[src/rtl/fetch_queue.sv]
// Instruction fetch queue: issues in-order word fetches, buffers returned words for IF/ID,
// and squashes in-flight fetches on redirect. Define FETCH_QUEUE_BYPASS_EN for same-cycle response bypass.
module fetch_queue #(
  parameter int unsigned DEPTH    = 4,
  parameter logic [31:0] RESET_PC = 32'h0000_0000
) (
  input  logic        clk,
  input  logic        reset,
  input  logic        redirect_valid,
  input  logic [31:0] redirect_pc,
  input  logic        stall,
  output logic        mem_req_valid,
  output logic [31:0] mem_req_addr,
  input  logic        mem_req_ready,
  input  logic        mem_rsp_valid,
  input  logic [31:0] mem_rsp_data,
  output logic        instr_valid,
  output logic [31:0] instr,
  output logic [31:0] instr_pc
);

  localparam int unsigned AW = (DEPTH > 1) ? $clog2(DEPTH) : 1;
  localparam int unsigned CW = AW + 1;
  localparam int unsigned SW = CW + 1;
  localparam logic [31:0] NOP_INSTR = 32'h0000_0013;

  logic [31:0]   fetch_pc_q, fetch_pc_d;
  logic [31:0]   last_pc_q, last_pc_d;
  logic [CW-1:0] q_cnt_q, q_cnt_d;
  logic [CW-1:0] out_cnt_q, out_cnt_d;
  logic [CW-1:0] disc_q, disc_d;
  logic [AW-1:0] q_rd_q, q_rd_d;
  logic [AW-1:0] q_wr_q, q_wr_d;
  logic [AW-1:0] pend_rd_q, pend_rd_d;
  logic [AW-1:0] pend_wr_q, pend_wr_d;

  logic [31:0]   q_data_q   [DEPTH];
  logic [31:0]   q_pc_q     [DEPTH];
  logic [31:0]   pend_addr_q[DEPTH];

  logic          q_empty;
  logic          req_fire;
  logic          rsp_take;
  logic          bypass;
  logic          enq;
  logic          deq;
  logic [SW-1:0] occupancy;
  logic [SW-1:0] in_flight;

  assign q_empty   = (q_cnt_q == '0);
  assign occupancy = SW'(q_cnt_q) + SW'(out_cnt_q);

  // No new fetch while squashing, so stale responses can never be paired with fresh addresses.
  assign mem_req_addr  = fetch_pc_q;
  assign mem_req_valid = reset && !redirect_valid && (disc_q == '0) && (occupancy < SW'(DEPTH));
  assign req_fire      = mem_req_valid && mem_req_ready;

  assign rsp_take = mem_rsp_valid && !redirect_valid && (disc_q == '0) && (out_cnt_q != '0);

`ifdef FETCH_QUEUE_BYPASS_EN
  assign bypass = rsp_take && q_empty && !stall;
`else
  assign bypass = 1'b0;
`endif

  assign enq = rsp_take && !bypass;
  assign deq = !q_empty && !stall && !redirect_valid;

  // Head of queue, else bypassed response, else NOP with the last shown PC.
  always_comb begin : out_mux
    instr_valid = 1'b0;
    instr       = NOP_INSTR;
    instr_pc    = last_pc_q;
    if (!q_empty) begin
      instr_valid = 1'b1;
      instr       = q_data_q[q_rd_q];
      instr_pc    = q_pc_q[q_rd_q];
    end else if (bypass) begin
      instr_valid = 1'b1;
      instr       = mem_rsp_data;
      instr_pc    = pend_addr_q[pend_rd_q];
    end
  end

  always_comb begin : next_state
    fetch_pc_d = fetch_pc_q;
    last_pc_d  = instr_pc;
    q_cnt_d    = q_cnt_q;
    out_cnt_d  = out_cnt_q;
    disc_d     = disc_q;
    q_rd_d     = q_rd_q;
    q_wr_d     = q_wr_q;
    pend_rd_d  = pend_rd_q;
    pend_wr_d  = pend_wr_q;
    in_flight  = SW'(out_cnt_q) + SW'(disc_q);

    if (redirect_valid) begin
      // Everything still in flight becomes stale, minus a response landing this cycle.
      fetch_pc_d = redirect_pc;
      q_cnt_d    = '0;
      q_rd_d     = '0;
      q_wr_d     = '0;
      out_cnt_d  = '0;
      pend_rd_d  = '0;
      pend_wr_d  = '0;
      if (mem_rsp_valid && (in_flight != '0)) begin
        in_flight = in_flight - SW'(1);
      end
      disc_d = CW'(in_flight);
    end else begin
      if (req_fire) begin
        fetch_pc_d = fetch_pc_q + 32'd4;
        pend_wr_d  = pend_wr_q + AW'(1);
      end
      if (rsp_take) begin
        pend_rd_d = pend_rd_q + AW'(1);
      end
      out_cnt_d = out_cnt_q + CW'(req_fire) - CW'(rsp_take);
      if (mem_rsp_valid && (disc_q != '0)) begin
        disc_d = disc_q - CW'(1);
      end
      if (enq) begin
        q_wr_d = q_wr_q + AW'(1);
      end
      if (deq) begin
        q_rd_d = q_rd_q + AW'(1);
      end
      q_cnt_d = q_cnt_q + CW'(enq) - CW'(deq);
    end
  end

  always_ff @(posedge clk or negedge reset) begin : state_regs
    if (!reset) begin
      fetch_pc_q <= RESET_PC;
      last_pc_q  <= RESET_PC;
      q_cnt_q    <= '0;
      out_cnt_q  <= '0;
      disc_q     <= '0;
      q_rd_q     <= '0;
      q_wr_q     <= '0;
      pend_rd_q  <= '0;
      pend_wr_q  <= '0;
    end else begin
      fetch_pc_q <= fetch_pc_d;
      last_pc_q  <= last_pc_d;
      q_cnt_q    <= q_cnt_d;
      out_cnt_q  <= out_cnt_d;
      disc_q     <= disc_d;
      q_rd_q     <= q_rd_d;
      q_wr_q     <= q_wr_d;
      pend_rd_q  <= pend_rd_d;
      pend_wr_q  <= pend_wr_d;
    end
  end

  // Payload storage; validity is tracked solely by the counters and pointers above.
  always_ff @(posedge clk) begin : storage
    if (req_fire) begin
      pend_addr_q[pend_wr_q] <= fetch_pc_q;
    end
    if (enq) begin
      q_data_q[q_wr_q] <= mem_rsp_data;
      q_pc_q[q_wr_q]   <= pend_addr_q[pend_rd_q];
    end
  end

endmodule

[config.mk]
export PLATFORM = sky130hd
export DESIGN_NAME = fetch_queue
export DESIGN_NICKNAME = d
export VERILOG_FILES = /design/src/rtl/fetch_queue.sv
export SDC_FILE = /design/constraint.sdc
export NUM_CORES = 1
export LEC_CHECK = 0
export BUFFER_PORTS_ARGS = -buffer_cell sky130_fd_sc_hd__buf_2
export CORE_ASPECT_RATIO = 1.25
export CORE_MARGIN = 3
export CORE_UTILIZATION = 25
export DETAILED_ROUTE_END_ITERATION = 10
export PLACE_DENSITY = 0.51
export SLEW_MARGIN = 20
export SYNTH_ARGS = -nofsm -noshare
export SYNTH_HDL_FRONTEND = slang
export SYNTH_SLANG_ARGS = --single-unit
[constraint.sdc]
create_clock -name clk -period 3.5 [get_ports clk]
set_input_delay 1.05 -clock clk [delete_from_list [all_inputs] [get_ports clk]]
set_output_delay 1.05 -clock clk [all_outputs]
set_load 0.005 [all_outputs]
* Word level (Yosys, flattened, before mapping)
Memory sizes are Yosys's and may differ from the RTL's.
Cells that the tools add are included.
** Storage, ports and cells
- Flip-flop bits (word level) :: 81
- Bits in latches :: 0
- Memory bits (read-only) :: 0
- Bits in writable memories :: 384
- Memories kept :: 3
- Input bits :: 70
- Word-level logic and storage cells :: 71
** Cells by class
- Bitwise logic cells :: 0
- Reduce and logical (&&, ||, !) cells :: 23
- $mul :: 0
- Equal/unequal tests :: 0
- Muxes and demuxes :: 22
- Divide/modulo/power cells :: 0
- Shifts and indexed selects :: 0
- Add/sub/neg operators :: 13
- $lt $le $gt $ge :: 1
** Memory list
- pend_addr_q :: words 4, bits a word 32, rd ports 1, clocked after memory_dff 0, wr ports 1, RTL line 39 : logic [31:0] pend_addr_q[DEPTH];
- q_data_q :: words 4, bits a word 32, rd ports 1, clocked after memory_dff 0, wr ports 1, RTL line 37 : logic [31:0] q_data_q [DEPTH];
- q_pc_q :: words 4, bits a word 32, rd ports 1, clocked after memory_dff 0, wr ports 1, RTL line 38 : logic [31:0] q_pc_q [DEPTH];
** Operators by type and width (number)
- $mux W32 :: 4
- $add A32 B3 Y32 const B :: 1
- $mux W2 :: 8
- $mux W3 :: 5
- $logic_and A1 B1 Y1 :: 11
- $add A2 B1 Y2 const B :: 4
- $add A3 B3 Y4 :: 2
- $reduce_bool A2 Y1 :: 4
- $add A3 B1 Y3 :: 2
- $logic_not A3 Y1 :: 2
- $reduce_bool A3 Y1 :: 2
- $sub A3 B1 Y3 :: 2
- $sub A3 B1 Y3 const B :: 2
- $mux W1 :: 5
- $lt A4 B3 Y1 const B :: 1
- $reduce_bool A4 Y1 :: 1
- $logic_not A1 Y1 :: 3

* Longest topological paths before layout
Gate-level depths: netlist of the first run.
- Depth in word-level cells :: 8
- Depth in mapped cells :: 14

* Worst setup path after synthesis of the first run
Ideal clock, no wire load.
- Path type :: input-to-reg
- Start point :: in redirect_valid
- End point :: mem q_data_q[1][0], enable pin
- Setup time :: 429 ps
- Data arrival time :: 3435 ps
- Stages on the path :: 5
- Buffers on the path :: 2
- Slack :: -363 ps
- Path through :: buf_2 nor3b_2 o311a_1 clkbuf_1 and2_1
** On the way
- Word-level cells in the longest chain between the ends :: 6
** Ends and longest elaborated chain
- from (decl) :: RTL line 9 : input logic redirect_valid,
- $logic_not A1 Y1 :: RTL line 58 : assign rsp_take = mem_rsp_valid && !redirect_valid && (disc_q == '0) && (out_cnt_q != '0);
- $logic_and A1 B1 Y1 (3 in series) :: RTL line 58
- $mux W1 :: RTL line 161 : if (enq) begin
- $mux W1 (implied by the code) :: RTL line 162 : q_data_q[q_wr_q] <= mem_rsp_data;
- to (decl) :: RTL line 37
Every way passes these cells.

* Worst setup path after layout of the first run
- Start point :: reg q_rd_q[0]
- End point :: out instr_pc[27]
** On the way
- Word-level cells in the longest chain between the ends :: 2
** Ends and longest elaborated chain
- from (decl) :: RTL line 32 : logic [AW-1:0] q_rd_q, q_rd_d;
- from (signal assigned) :: RTL line 149 : q_rd_q <= q_rd_d;
- $mem_v2 Z4 W32
- $mux W32 :: RTL line 74 : if (!q_empty) begin
- to (decl) :: RTL line 19 : output logic [31:0] instr_pc
Every way passes these cells.

==> results of run 1 <==
-- metrics by stage --
| stage | hold WS, ns | total power [uW] | utilization (%) | worst slack [ns] | cell area (sq um) |
|---|---|---|---|---|---|
| finish | 0.493 | 14200 | 30.9 | 0.116 | 22300 |
| global route | 0.515 | 15000 | 30.9 | 0.00416 | 22300 |
| CTS | 0.500 | 14500 | 30.8 | 0.0133 | 22300 |
| detailed placement | 0.484 | 9210 | 28.5 | 0.222 | 20600 |
| global placement | 0.480 | 9180 | 28.5 | 0.299 | 20600 |
| floorplan | 0.486 | 7960 | - | 0.300 | 18300 |
-- area by class of cell --
class / count / area [sq um] / area share (%)
clock buffer: 60 / 1310 / 5.87
tap: 952 / 1190 / 5.34
multi-input combinational: 414 / 4500 / 20.2
clock inverter: 31 / 317 / 1.42
timing repair buffer: 205 / 1350 / 6.05
sequential: 465 / 13600 / 60.8
inverter: 19 / 76.3 / 0.342
-- metal layers --
layer  wire length [um]  GRT usage [%]  part of all wire, %  vias up
li1                   -              -                    -     4181
met1              18000           14.1                   42     4871
met2              22000           19.7                   51      200
met3               2150           2.47                  5.0       66
met4               1080           3.45                  2.5        2
met5                 13              0                0.030        -
-- final timing paths --
check                      slack (ns)               startpoint                            to  cells past startpoint
setup / recovery                 0.12    q_rd_q[0]$_DFFE_PN0P_                  instr_pc[27]                      4
min in group asynchronous        0.61                    reset        last_pc_q[9]$_DFF_PN0_                      2
setup reg to reg                 0.75   out_cnt_q[2]$_DFF_PN0_  mem_req_addr[30]$_DFFE_PN0N_                      7
hold / removal                   0.49  last_pc_q[25]$_DFF_PN0_       last_pc_q[25]$_DFF_PN0_                      1
max in group asynchronous        1.71                    reset         q_rd_q[0]$_DFFE_PN0P_                      3
hold reg to reg                  0.49  last_pc_q[25]$_DFF_PN0_       last_pc_q[25]$_DFF_PN0_                      1
-- flip-flops by register name, summed over array words and instances, names as in the netlist --
register      cells
q_data_q        128
q_cnt_q           3
q_pc_q          128
last_pc_q        32
mem_req_addr     32
pend_rd_q         2
out_cnt_q         3
pend_wr_q         2
q_rd_q            2
pend_addr_q     128
q_wr_q            2
disc_q            3
-- synthesized netlist by cell type (3+ instances only) --
cell | instances | area [sq um]
mux2_2 | 35 | 394
a221o_1 | 4 | 40.0
o21ai_0 | 23 | 115
and2_1 | 39 | 244
clkbuf_1 | 23 | 86.3
or3_1 | 4 | 25.0
nor2b_1 | 7 | 43.8
o311ai_0 | 11 | 96.3
xnor2_1 | 7 | 61.3
fa_1 | 3 | 60.1
xor2_1 | 7 | 61.3
mux2i_1 | 5 | 50.1
or2_2 | 3 | 18.8
nand4_1 | 9 | 56.3
nand3b_1 | 5 | 37.5
nor3_1 | 4 | 20.0
edfxtp_1 | 384 | 11500
nand3_1 | 17 | 85.1
o211ai_1 | 10 | 75.1
ha_1 | 21 | 263
nor2_1 | 24 | 90.1
buf_1 | 4 | 15.0
inv_1 | 17 | 63.8
dfrtp_1 | 81 | 2030
nand2b_1 | 5 | 31.3
a21oi_1 | 5 | 25.0
mux4_2 | 96 | 2160
nand2_1 | 45 | 169
buf_2 | 11 | 55.1
-- kinds of logic (layout without fill, tap and decap cells) --
kind of cell	count (synthesis)	count (layout)	share of synthesized area (%)
buf+inv	61	315	1.46
xor+xnor	14	14	0.670
mux	136	136	14.2
flops	465	465	74.1
fa+ha+maj	24	24	1.76
compound gates	63	63	2.37
simple gates	177	177	5.43
-- timing repair --
| action | 4_1_cts | 5_1_grt |
|---|---|---|
| hold endpoints to repair | 0 | 0 |
| gates cloned | 0 | 1 |
| endpoints found under the setup margin | 32 | 18 |
| pin swaps | 0 | 0 |
| gates resized for setup | 1 | 3 |
| buffers inserted | 2 | 0 |
-- worst max-delay path, delay by kind of cell (launching register included) --
family	cells	cell delay, ns
mux	2	0.86
buf+inv	2	0.35
flops	1	0.55
-- where the power goes --
part | switching (uW) | total, uW | internal, uW
logic | 1240 | 2530 | 1290
clock network | 2150 | 5200 | 3050
registers | 215 | 6520 | 6310
total | 3610 | 14200 | 10600
==> metrics, run 1 <==
register area share after synthesis 74.1%; post-route ant nets 0; Cell Chain, Critical Path buf_12 > mux4_2 > mux2_4 > buf_2; Slowest-stage cell, CP mux4_2; clock latency on the worst-skew pair 0.58 ns; total number of vias approximately 9300; share of cells above drive strength 1 37.0%; Post-CTS Hold Fix Bufs 0; post-synthesis register bit count 465; post-synth cell types 54; gpl congestion 0.716; type of the worst setup path register to output pin; max-cap violation count 0; post-route setup TNS 0 ns; Main synth FF type edfxtp_1; Max Buffers Root-to-Sink 3; Worst-Margin Slew roughly 0.9 ns; syn avg cell area 19.5 sq um; Total GRT Usage between 10% and 20%; Post-Syn Nets 1034; vias in the first global route around 10000; # rows 110; Die ar. 0.0765 sq mm; crit start category register; Layout area overhead 21.9%; CP peak stage delay between 0.5 and 0.6 ns; unrepaired setup endpoints after global routing no; final-report max-slew violation count 0; clock-pin slew on the worst setup and hold paths roughly 0.060 ns; total I/O pin count 168; HP Class register to register; first-pass GRT wire length 64.6 mm; Post-synth ARST share 17.4%; Pre-antenna DRT Iters 4; post-DP HPWL around 28 mm; root buffer cell clkbuf_16; post-synthesis cell area 0.0183 sq mm; nets@finish 1248; maximum clock rate about 300 MHz; EDFF count, synth 384; Buffers on Ports 167; CTS Sinks 465; status completed; Detailed Route Iter0 Violations ~460; crit path max fanout 15; CTS tree yes; Finished Layout Cells 2146; Syn Inst Count 940; pin count of the biggest net entering global routing 65; Worst Path Required 2.45 ns; # DRC 0; Power per Cell Area 639 mW/mm^2; final wirelength 43.3 mm; DIE HEIGHT a little over 300 um; Final Cycle Share between 90% and 100%; Rel. slew slack between 30% and 40%; DR WL/cell 20.2 um; Leakage 0.00763 uW; commonest non-fill, non-tap cell in the layout edfxtp_1; antenna fix cells 0; fin crit period roughly 3.4 ns; maximum vdd drop 318 uV; antenna violations before repair 2; die width 248 um; DR vias/cell around 4.3; Fill cells ~7100; Final Hold Fails 0; Initial Util 25.3%; core area 0.0723 sq mm; crit end category output pin; placed cells 2052; grt total ovfl 0; Yosys Warn Count 0; CTS Buf Count 49; H-tree levels 2; most frequent cells in the layout 384 x edfxtp_1, 166 x buf_2, 96 x mux4_2; CP arrival 2.33 ns; Final setup viols 0; clock skew between 0.01 and 0.015 ns
Power figures use the tool's default switching activity.
==> run 2: changes to the inputs <==
- CTS_BUF_LIST: default -> sky130_fd_sc_hd__clkbuf_4
- GPL_TIMING_DRIVEN: default -> 0
==> run 2 against run 1 <==
Compared with the run above: the run now ends with negative setup slack left; combinational power rose by 41%; worst hold slack got worse by 0.31 ns; cell count up 8.2%; clock skew up 0.077 ns; die area stayed put; first-iteration DRC count shrank 8.1%; critical endpoint unchanged; largest cell class unchanged; highest routed layer is now met4.
==> metrics, run 2 (synthesized netlist as in run 1, its figures left out) <==
Leakage 0.00825 uW (was 0.00763 uW); M1 WL 18.4 mm (was 18.0 mm); fin crit period 3.61 ns (was 3.38 ns); Setup WS post-layout -0.109 ns (was 0.116 ns); FF-to-FF path depth 14 (was 7); Top Registers pend_addr_q (128), q_data_q (128), q_pc_q (128) (unchanged); commonest non-fill, non-tap cell in the layout edfxtp_1 (unchanged); nets@finish 1362 (was 1248); crit end category output pin (unchanged); core area 0.0723 sq mm (unchanged); first-pass GRT wire length 68.6 mm (was 64.6 mm); met3 WL 2.49 mm (was 2.15 mm); clock-pin slew on the worst setup and hold paths 0.07 ns (was 0.06 ns); H-tree levels 3 (was 2); unrepaired setup endpoints after global routing yes (was no); CP arrival 2.56 ns (was 2.33 ns); antenna violations before repair 5 (was 2); DR WL/cell 20.0 um (was 20.2 um); DIE HEIGHT 309 um (unchanged); Buffers on Ports 166 (was 167); post-route ant nets 0 (unchanged); highest routed layer met4 (was met5); post-DP HPWL 30.2 mm (was 27.6 mm); Finished Layout Cells 2323 (was 2146); grt total ovfl 0 (unchanged); Rel. slew slack 39.7% (was 39.0%); pin count of the biggest net entering global routing 39 (was 65); worst reg2reg path startpoint q_cnt_q[1]$_DFF_PN0_ (was out_cnt_q[2]$_DFF_PN0_); vias in the first global route 10800 (was 10000); CTS Sinks 465 (unchanged); max-cap violation count 0 (unchanged); final wirelength 46.5 mm (was 43.3 mm); Die ar. 0.0765 sq mm (unchanged); # rows 110 (unchanged); CTS Buf Count 118 (was 49); Pre-antenna DRT Iters 7 (was 4); Slowest-stage cell, CP mux4_2 (unchanged); most frequent cells in the layout 384 x edfxtp_1, 188 x clkbuf_4, 128 x buf_2 (was 384 x edfxtp_1, 166 x buf_2, 96 x mux4_2); WL met2 24.7 mm (was 22.0 mm); CTS tree yes (unchanged); final-report max-slew violation count 0 (unchanged); root buffer cell clkbuf_4 (was clkbuf_16); Tot Pwr 14800 uW (was 14200 uW); gpl congestion 0.732 (was 0.716); Worst Path Required 2.45 ns (about the same); share of cells above drive strength 1 44.4% (was 37.0%); # DRC 0 (unchanged); total number of vias 10000 (was 9320); maximum clock rate 277 MHz (was 296 MHz); Cell Chain, Critical Path buf_12 > buf_16 > mux4_2 > mux2_4 > buf_6 (was buf_12 > mux4_2 > mux2_4 > buf_2); Worst-Margin Slew 0.902 ns (was 0.915 ns); multi-input logic area 0.00466 sq mm (was 0.00450 sq mm); Layout area overhead 26.9% (was 21.9%); Final Hold Fails 0 (unchanged); reg-to-reg endpoint out_cnt_q[2]$_DFF_PN0_ (was mem_req_addr[30]$_DFFE_PN0N_); type of the worst setup path register to output pin (unchanged); Total GRT Usage 12.2% (was 11.4%); Max Buffers Root-to-Sink 3 (unchanged); Power per Cell Area 636 mW/mm^2 (was 639 mW/mm^2); Detailed Route Iter0 Violations 421 (was 458); Worst R2R Setup Slack 0.26 ns (was 0.75 ns); Initial Util 25.3% (unchanged); crit start category register (unchanged); status finished, violations left (was completed); Final setup viols 54 (was 0); clock latency on the worst-skew pair 0.94 ns (was 0.58 ns); Final Cycle Share 103% (was 96.7%); HP Class input port to asynchronous set/reset pin (was register to register); failing checks negative setup slack; maximum vdd drop 219 uV (was 318 uV); die width 248 um (unchanged); CP peak stage delay 0.52 ns (was 0.57 ns); placed cells 2071 (was 2052); storage element area 0.0136 sq mm (about the same); post-layout util 32.2% (was 30.9%); clock skew 0.0894 ns (was 0.0128 ns); DR vias/cell 4.32 (was 4.34); total I/O pin count 168 (unchanged); DP Worst Slack -0.800 ns (was 0.222 ns); crit path max fanout 9 (was 15); Fill cells 7106 (was 7116)
[run 2: cell types whose count changed in the layout (fill, tap and decap cells not counted), sizes merged]
cell | before | now
clkbuf | 61 | 210
dlygate4sd3 | 0 | 5
diode | 0 | 4
bufinv | 5 | 0
clkinv | 18 | 33
clkinvlp | 6 | 0
buf | 204 | 219
[run 2: worst max-delay path by stage]
stage               slack, ns                      endpoint             startpoint
floorplan                0.30        out_cnt_q[2]$_DFF_PN0_         redirect_valid
global placement        -2.33  pend_addr_q[3][28]$_DFFE_PP_                  reset
detailed placement      -0.80        out_cnt_q[2]$_DFF_PN0_                  reset
CTS                     -0.31                  instr_pc[10]  q_rd_q[0]$_DFFE_PN0P_
global route            -0.27                  instr_pc[31]  q_rd_q[0]$_DFFE_PN0P_
finish                  -0.11                  instr_pc[27]  q_rd_q[0]$_DFFE_PN0P_
[run 2: metal layers]
layer / vias to the layer above / GRT usage, %
met5: - / 0
li1: 4525 / -
met3: 70 / 3.05
met2: 267 / 21.5
met4: 0 / 5.35
met1: 5179 / 14.1
[run 2: where the power goes]
group	switching, uW	leakage [uW]	internal, uW	total, uW
registers	212	0.00445	6300	6520
logic	1530	0.00285	2040	3570
clock network	2250	0.000948	2430	4680
[run 2: final cells by class]
cell class	count	area share, %
sequential	465	58.4
multi-input combinational	414	20.0
timing repair buffer	208	7.48
clock buffer	184	5.94
tap	952	5.13
buffer	42	1.76
clock inverter	35	0.883
inverter	19	0.361
antenna	4	0.0431
[run 2: through the flow]
stage | setup TNS [ns] | hold WS (ns) | area (sq um)
4_1_cts | -13.76 | 0.0437 | 23000
3_5_place_dp | -49.77 | 0.483 | 20600
6_report | -3.36 | 0.188 | 23200
3_3_place_gp | -608.56 | 0.483 | 20300
2_1_floorplan | 0 | 0.486 | 18300
5_1_grt | -13.27 | 0.0858 | 23200
[run 2: repair_timing]
action	4_1_cts	5_1_grt
pin swaps	6	1
resized for setup	139	40
gates cloned	1	2
hold buffers	8	0
endpoints found under the setup margin	66	65
endpoints found under the hold margin	35	0
setup buffers	15	3
[run 2: worst max-delay path: cells and delay by family (launching register included)]
kind                   cells  cell delay, ns
muxes                      2            0.81
buffers and inverters      3            0.42
DFF                        1            0.40
==> run 3: changes to the inputs <==
- RECOVER_POWER: default -> 25
==> run 3 against run 2 <==
Compared with the run above: the run still ends with negative setup slack left; core utilization shrank 0.15 points; combinational power is essentially flat; non-clock buffer count is the same; clock skew grew 0.0021 ns; register-to-register slack gained 0.03 ns; first-iteration DRC count grew 5.7%; clock-buffer cell count is the same; critical path type unchanged; largest cell class unchanged.
==> metrics, run 3 (synthesized netlist as in run 1, its figures left out) <==
final-report max-slew violation count 0 (unchanged); crit path max fanout 9 (unchanged); HP Start redirect_pc[4]; die width 248 um (unchanged); CTS Buf Count 118 (unchanged); DR WL/cell 20.0 um (about the same); nets@finish 1362 (unchanged); clock latency on the worst-skew pair 0.94 ns (about the same); max-cap violation count 0 (unchanged); total number of vias 10000 (about the same); hold path depth 3; Final setup viols 54 (unchanged); CP peak stage delay 0.52 ns (about the same); maximum clock rate 277 MHz (about the same); Rel. slew slack 4.54% (was 39.7%); post-DP HPWL 30.2 mm (unchanged); Slowest-stage cell, CP mux4_2 (unchanged); CTS Sinks 465 (unchanged); reg-to-reg endpoint out_cnt_q[2]$_DFF_PN0_ (unchanged); pin count of the biggest net entering global routing 39 (unchanged); CTS tree yes (unchanged); Worst Path Buf+Inv 3 (unchanged); core area 0.0723 sq mm (unchanged); grt total ovfl 0 (unchanged); DR vias/cell 4.32 (about the same); H-tree levels 3 (unchanged); status finished, violations left (unchanged); failing checks negative setup slack (unchanged); vias in the first global route 10800 (unchanged); Worst-Margin Slew 1.43 ns (was 0.902 ns); Cell Chain, Critical Path buf_12 > buf_16 > mux4_2 > mux2_4 > buf_6 (unchanged); clock-pin slew on the worst setup and hold paths 0.07 ns (about the same); antenna violations before repair 5 (unchanged); Top Registers pend_addr_q (128), q_data_q (128), q_pc_q (128) (unchanged); Initial Util 25.3% (unchanged); Final Cycle Share 103% (about the same); worst reg2reg path startpoint q_cnt_q[1]$_DFF_PN0_ (unchanged); CP delay by family, top multiplexers (unchanged); commonest non-fill, non-tap cell in the layout edfxtp_1 (unchanged); Total GRT Usage 12.2% (unchanged); Fill cells 7134 (was 7106); DIE HEIGHT 309 um (unchanged); final wirelength 46.5 mm (about the same); Buffers on Ports 166 (unchanged); maximum vdd drop 219 uV (about the same); crit start category register (unchanged); FF-to-FF path depth 14 (unchanged); Leakage 0.00812 uW (was 0.00825 uW); root buffer cell clkbuf_4 (unchanged); post-route ant nets 0 (unchanged); total I/O pin count 168 (unchanged); CP arrival 2.56 ns (about the same); Tot Pwr 14800 uW (about the same); Die ar. 0.0765 sq mm (unchanged); HP Class input port to register (was input port to asynchronous set/reset pin); Worst R2R Setup Slack 0.29 ns (was 0.26 ns); crit end category output pin (unchanged); Detailed Route Iter0 Violations 445 (was 421); # rows 110 (unchanged); Power per Cell Area 638 mW/mm^2 (was 636 mW/mm^2); # DRC 0 (unchanged); type of the worst setup path register to output pin (unchanged); clock skew 0.0914 ns (was 0.0894 ns); post-route setup TNS -3.37 ns (was -3.36 ns); gpl congestion 0.732 (unchanged); Final Hold Fails 0 (unchanged); fin crit period 3.61 ns (about the same); most frequent cells in the layout 384 x edfxtp_1, 188 x clkbuf_4, 96 x buf_2, 96 x mux4_2, 77 x dfrtp_1 (was 384 x edfxtp_1, 188 x clkbuf_4, 128 x buf_2); Pre-antenna DRT Iters 5 (was 7); first-pass GRT wire length 68.6 mm (unchanged); Layout area overhead 26.4% (was 26.9%); unrepaired setup endpoints after global routing yes (unchanged); Max Buffers Root-to-Sink 3 (unchanged); Setup WS post-layout -0.109 ns (about the same); hold path endpoint mem_req_addr[4]$_DFFE_PN0N_; share of cells above drive strength 1 41.8% (was 44.4%); Worst Path Required 2.45 ns (about the same)
## run 3: cell types whose count changed in the layout (fill, tap and decap cells not counted), sizes merged
cell	change
clkbuf	+36
buf	-36
## run 3: how the worst max path moves through the flow
stage                          start                            to  slack (ns)  cells after the start
6_report       q_rd_q[0]$_DFFE_PN0P_                  instr_pc[27]       -0.11                      5
5_1_grt        q_rd_q[0]$_DFFE_PN0P_                  instr_pc[31]       -0.27                      5
4_1_cts        q_rd_q[0]$_DFFE_PN0P_                  instr_pc[10]       -0.31                      5
3_5_place_dp                   reset        out_cnt_q[2]$_DFF_PN0_       -0.80                     14
3_3_place_gp                   reset  pend_addr_q[3][28]$_DFFE_PP_       -2.33                      6
2_1_floorplan         redirect_valid        out_cnt_q[2]$_DFF_PN0_        0.30                     13
## run 3: final cells by class
type,instances,area [sq um],area share [%]
well taps,952,1190,5.15
multi-input cells,414,4660,20.1
plain buffers,42,408,1.76
clock buffers,184,1380,5.97
inverters,19,83.8,0.362
diodes,4,10.0,0.0433
flip-flops and latches,465,13600,58.6
repair buffers,208,1630,7.05
clock inverters,35,205,0.887
## run 3: what timing repair did
item,4_1_cts,5_1_grt
setup buffers,15,3
endpoints found under the setup margin,66,65
gates cloned,1,2
hold buffers,8,0
pin swaps,6,1
endpoints found under the hold margin,35,0
gates resized for setup,139,40
## run 3: per-stage QoR
step / area [sq um] / worst slack [ns] / utilization (%) / cells / hold WS [ns]
5_1_grt: 23100 / -0.272 / 32.0 / 2322 / 0.213
3_5_place_dp: 20600 / -0.800 / 28.6 / 2071 / 0.483
3_3_place_gp: 20300 / -2.33 / 28.1 / 2058 / 0.483
4_1_cts: 23000 / -0.309 / 31.8 / 2314 / 0.0437
6_report: 23100 / -0.109 / 32.0 / 2323 / 0.313
2_1_floorplan: 18300 / 0.300 / - / 940 / 0.486
## run 3: where the power goes
group / total, uW / internal, uW / switching [uW]
combinational: 3560 / 2030 / 1530
clock: 4680 / 2430 / 2250
sequential: 6520 / 6300 / 212
## run 3: routing by layer
metal  vias up  track usage [%]  part of all wire, %
met2       273             21.5                   53
met5         -                0                    0
li1       4527                -                    -
met3        69             3.05                  5.4
met4         0             5.35                  2.2
met1      5170             14.1                   39
## run 3: tightest hold or removal path, stage by stage
cell and delay (ns):
buf_2 0.08, a32oi_1 0.04, nand2_1 0.05
